<file path="src/rtl/sudoku_pkg.sv">
// Shared types and constants for the Sudoku board checker.
//   cell_t    : one 4-bit board cell (0 empty, 1-9 digit, 10-15 illegal)
//   board_t   : 9x9 grid of cells indexed [row][col]
//   state_t   : checker FSM states
//   pass_t    : encoding of the scan pass that found the first offence
//   box_coord : maps (group, element) of the box pass to (row, col)
package sudoku_pkg;

    localparam int N = 9;
    localparam logic [3:0] NO_COORD = 4'hF;

    typedef logic [3:0] cell_t;
    typedef cell_t [N-1:0][N-1:0] board_t;

    typedef enum logic [2:0] {
        IDLE   = 3'd0,
        ROWS   = 3'd1,
        COLS   = 3'd2,
        BOXES  = 3'd3,
        REPORT = 3'd4
    } state_t;

    typedef enum logic [1:0] {
        PASS_NONE  = 2'd0,
        PASS_ROWS  = 2'd1,
        PASS_COLS  = 2'd2,
        PASS_BOXES = 2'd3
    } pass_t;

    typedef struct packed {
        logic [3:0] row;
        logic [3:0] col;
    } coord_t;

    // Box g (0..8, row-major over the 3x3 boxes), element e (row-major inside the box).
    function automatic coord_t box_coord(input logic [3:0] g, input logic [3:0] e);
        coord_t c;
        c.row = (4'd3 * (g / 4'd3)) + (e / 4'd3);
        c.col = (4'd3 * (g % 4'd3)) + (e % 4'd3);
        return c;
    endfunction

endpackage

</file>
<file path="src/rtl/sudoku_scan_addr.sv">
// Scan address generator: pass / group / element counters and their
// mapping to a board coordinate.
//   clock, reset_n : clock and async active-low reset
//   clear          : return counters to the first cell of the ROWS pass
//   advance        : step to the next cell (one cell per cycle)
//   pass           : current pass (ROWS, COLS, BOXES)
//   row, col       : coordinate of the current cell
//   first_elem     : current cell is element 0 of its group
//   last_in_pass   : current cell is the last one of the current pass
//   last_cell      : current cell is the last cell of the whole scan
module sudoku_scan_addr
    import sudoku_pkg::*;
(
    input  logic       clock,
    input  logic       reset_n,
    input  logic       clear,
    input  logic       advance,
    output pass_t      pass,
    output logic [3:0] row,
    output logic [3:0] col,
    output logic       first_elem,
    output logic       last_in_pass,
    output logic       last_cell
);

    pass_t      pass_r;
    logic [3:0] g_r;
    logic [3:0] e_r;
    coord_t     box_s;

    // Counter stepping: element fastest, then group, then pass.
    always_ff @(posedge clock or negedge reset_n) begin
        if (!reset_n) begin
            pass_r <= PASS_ROWS;
            g_r    <= 4'd0;
            e_r    <= 4'd0;
        end else if (clear) begin
            pass_r <= PASS_ROWS;
            g_r    <= 4'd0;
            e_r    <= 4'd0;
        end else if (advance) begin
            if (e_r == 4'd8) begin
                e_r <= 4'd0;
                if (g_r == 4'd8) begin
                    g_r <= 4'd0;
                    case (pass_r)
                        PASS_ROWS: pass_r <= PASS_COLS;
                        PASS_COLS: pass_r <= PASS_BOXES;
                        default:   pass_r <= PASS_ROWS;
                    endcase
                end else begin
                    g_r <= g_r + 4'd1;
                end
            end else begin
                e_r <= e_r + 4'd1;
            end
        end
    end

    // Map (pass, group, element) to the board coordinate being read.
    always_comb begin
        box_s = box_coord(g_r, e_r);
        row   = g_r;
        col   = e_r;
        case (pass_r)
            PASS_ROWS: begin
                row = g_r;
                col = e_r;
            end
            PASS_COLS: begin
                row = e_r;
                col = g_r;
            end
            PASS_BOXES: begin
                row = box_s.row;
                col = box_s.col;
            end
            default: begin
                row = g_r;
                col = e_r;
            end
        endcase
    end

    assign pass         = pass_r;
    assign first_elem   = (e_r == 4'd0);
    assign last_in_pass = (g_r == 4'd8) && (e_r == 4'd8);
    assign last_cell    = last_in_pass && (pass_r == PASS_BOXES);

endmodule

</file>
<file path="config.mk">
export PLATFORM = sky130hd
export DESIGN_NAME = sudoku_scan_addr
export DESIGN_NICKNAME = d
export VERILOG_FILES = /design/src/rtl/sudoku_pkg.sv /design/src/rtl/sudoku_scan_addr.sv
export SDC_FILE = /design/constraint.sdc
export NUM_CORES = 1
export LEC_CHECK = 0
export CORE_UTILIZATION = 40
export DETAILED_ROUTE_END_ITERATION = 16
export GPL_TIMING_DRIVEN = 1
export MAX_ROUTING_LAYER = met4
export SYNTH_ARGS = -nofsm -noshare
export SYNTH_HDL_FRONTEND = slang
export SYNTH_SLANG_ARGS = --single-unit
</file>
<file path="constraint.sdc">
create_clock -name clock -period 8.2 [get_ports clock]
set_clock_uncertainty 0.2 [all_clocks]
set_input_delay 1.64 -clock clock [delete_from_list [all_inputs] [get_ports clock]]
set_output_delay 1.64 -clock clock [all_outputs]
set_load 0.02 [all_outputs]
</file>
==> impl_metrics.py <==
metrics = {
    "synthesis": {
        "synth_area_um2": 1540,
        "avgSynthCellArea_um2": 8.69,
        "synth_nets": 206,
        "ys_async_sr_fraction_pct": 100,
        "post-synth-top-count-cell": "nand2_1",
        "yosysWarnings": 0,
        "yosys.area.top_type_share_pct": 15.5,
        "synthCells": 177,
        "synth_top_area_cell": "ha_1",
        "synth-main-ff-cell": "dfrtp_1",
        "netlist_top_cells_area": "ha_1 (15%), dfrtp_1 (15%), fa_1 (7.8%)",
        "synth_common_cells": "nand2_1 (22), inv_1 (20), ha_1 (19), nor2_1 (12)",
        "ys_seq_area_share_pct": 16.4,
        "synth-seq-cells": 10,
        "synth-edff-count": 0,
        "synth_cell_types": 47,
    },
    "placed_design": {
        "gp_congestion": 0.776,
        "dp_hpwl_mm": 2.61,
        "port_buffers": 16,
        "dp.cells": 231,
    },
    "pwr": {
        "power.density_nw_per_um2": 115,
        "ir_drop_mv": 0.111,
        "p_leak_nw": 0.904,
    },
    "setup_path": {
        "critPathKind": "flip-flop to primary output",
        "crit_slowest_cell": "clkdlybuf4s50_1",
        "endpoint": "col[3]",
        "crit_chain": "nor2b_4, ha_1, inv_1, ha_1, nor2b_1, a221oi_4, ha_1, nor2_1, and2_1, mux2_2, fa_1, ha_1, fa_1, xnor2_1, xnor3_1, o21ai_1, clkdlybuf4s50_1",
        "cp_num_cells": 17,
        "path_max_fanout": 10,
        "cp-start-kind": "flip-flop",
        "required_ns": 6.36,
        "cpLargestDelayFamily": "adder cells",
        "r2r_start": "e_r[0]",
        "worstPathArrival_ns": 5.30,
        "cp_common_cell": "ha_1",
        "reg2reg_depth": 6,
        "cp_slowest_stage_delay_ns": 0.62,
        "reg2reg_to": "pass[1]",
        "critPathBufInv": 2,
        "crit_start": "g_r[2]",
        "r2r_slack_ns": 6.03,
        "end_kind": "primary output",
    },
    "detailed_routing": {
        "drtIter0Drc": 41,
        "routed_via_density": 5.24,
        "drtAntennaViolNets": 0,
        "vias": 1231,
        "drc": 0,
        "wl_per_cell_um": 13.6,
        "drt_wl_total_mm": 3.19,
        "drtPass1Iterations": 4,
    },
    "clock_network": {
        "path_clk_slew_ns": 0.05,
        "cts_tree": "yes",
        "clock_sinks": 10,
        "clk_latency_ns": 0.23,
        "post_cts_buffers": 0,
        "cts_buffers": 3,
        "root_buffer": "clkbuf_8",
        "ctsHoldBuffers": 0,
        "htree_levels": 1,
        "clockBufferDepth": 2,
        "cts_resized": 0,
    },
    "sta": {
        "period_needed_ns": 7.14,
        "max_freq_ghz": 0.140,
        "drv_slew": 0,
        "rsz0062_at_grt": "false",
        "tightest_slew_ns": 0.475,
        "setup_viol": 0,
        "setup_tns_ns": 0,
        "period_share_pct": 87.1,
        "relSlewSlack_pct": 68.2,
        "hold_viol": 0,
    },
    "layout": {
        "multi_input_area_um2": 1150,
        "ff_latch_area_um2": 251,
        "drive_gt1_share_pct": 10.2,
        "area_delta_synth_final_pct": 14.2,
        "n_fill_cell": 356,
        "final_nets": 217,
        "diodes": 0,
        "finalNonFillerCells": 235,
    },
    "floorplanning": {
        "start_util_pct": 42.0,
        "die_x_um": 64,
        "die_h_um": 64,
        "ioPinCount": 17,
        "rows": 22,
        "coreArea_um2": 3660,
        "die-area_um2": 4100,
    },
    "global_routing": {
        "grt_pass1_vias": 1295,
        "grt_overflow": 0,
        "grt_max_degree": 12,
        "grt_pass1_wl_mm": 5.77,
        "antenna_found_initial": 0,
        "track_usage_pct": 18.1,
    },
    "hold_path": {
        "hold_class": "flip-flop to flip-flop",
    },
    "outcome": {
        "outcome": "finished clean",
    },
    "job": {
        "maxCapViolations": 0,
    },
}
-- worst min path at each step --
stage	startpoint	end	slack (ns)	depth (start not counted)
finish	pass[0]	pass[0]	0.35	2
global route	pass[0]	pass[0]	0.36	2
CTS	pass[0]	pass[0]	0.34	2
detailed placement	pass[0]	pass[0]	0.33	2
global placement	pass[0]	pass[0]	0.32	2
floorplan	pass[0]	pass[0]	0.35	2
-- registers in the layout, summed over array words and instances, names as in the netlist --
register	count
pass	2
e_r	4
g_r	4
-- stage by stage --
stage	hold WS, ns	utilization (%)	area [µm²]	total power [mW]	worst slack [ns]
2_1_floorplan	0.352	-	1540	0.113	2.11
3_3_place_gp	0.323	46.4	1700	0.140	1.43
3_5_place_dp	0.331	46.4	1700	0.142	1.26
4_1_cts	0.337	47.9	1760	0.205	1.00
5_1_grt	0.365	47.9	1760	0.218	0.709
6_report	0.347	47.9	1760	0.203	1.06
-- kinds of logic after synthesis --
family                     synth area share, %
and+or+nand+nor                           22.2
AOI/OAI and AO/OA                         16.8
buffers and inverters                     9.03
adders and majority gates                 23.3
xor gates and xnor gates                  6.59
DFF                                       16.4
muxes                                     5.78
-- layer usage --
metal | global-route usage (%) | vias up | part of all wire, %
met3 | 1.43 | 2 | 2.2
met5 | - | - | 0
met1 | 21.6 | 599 | 46
li1 | - | 610 | -
met4 | 3.41 | 0 | 0.53
met2 | 33.1 | 20 | 51
-- final cells by class --
type / instances / share of cell area [%]
clock buffer: 4 / 3.14
inverter: 21 / 4.63
multi-input combinational: 136 / 65.4
sequential: 10 / 14.3
tap: 48 / 3.42
timing repair buffer: 16 / 9.12
-- report_power, final --
group | leakage, nW | switching, mW | internal, mW | total, mW
sequential | 0.133 | 0.00825 | 0.0552 | 0.0635
clock | 0.0288 | 0.0194 | 0.0422 | 0.0616
combinational | 0.742 | 0.0452 | 0.0324 | 0.0777
-- worst register-to-register path: cells and delay by family, from the launching register on --
| family | cells | cell delay (ns) |
|---|---|---|
| AO/OA/AOI/OAI | 1 | 0.25 |
| adder cells (fa/ha/maj) | 1 | 0.21 |
| buffers and inverters | 1 | 0.14 |
| flip-flops | 1 | 0.51 |
| multiplexers | 1 | 0.35 |
| AND/OR/NAND/NOR | 2 | 0.39 |
-- cells in the final DEF (no fill, tap or decap), drive strengths merged, types with 7 or more instances in the layout --
cell type	instances
dfrtp	9
nand2	22
clkdlybuf4s50	16
inv	21
nor2	12
o21ai	7
a22oi	9
nor2b	8
ha	19
(Power assumes the default switching activity.)
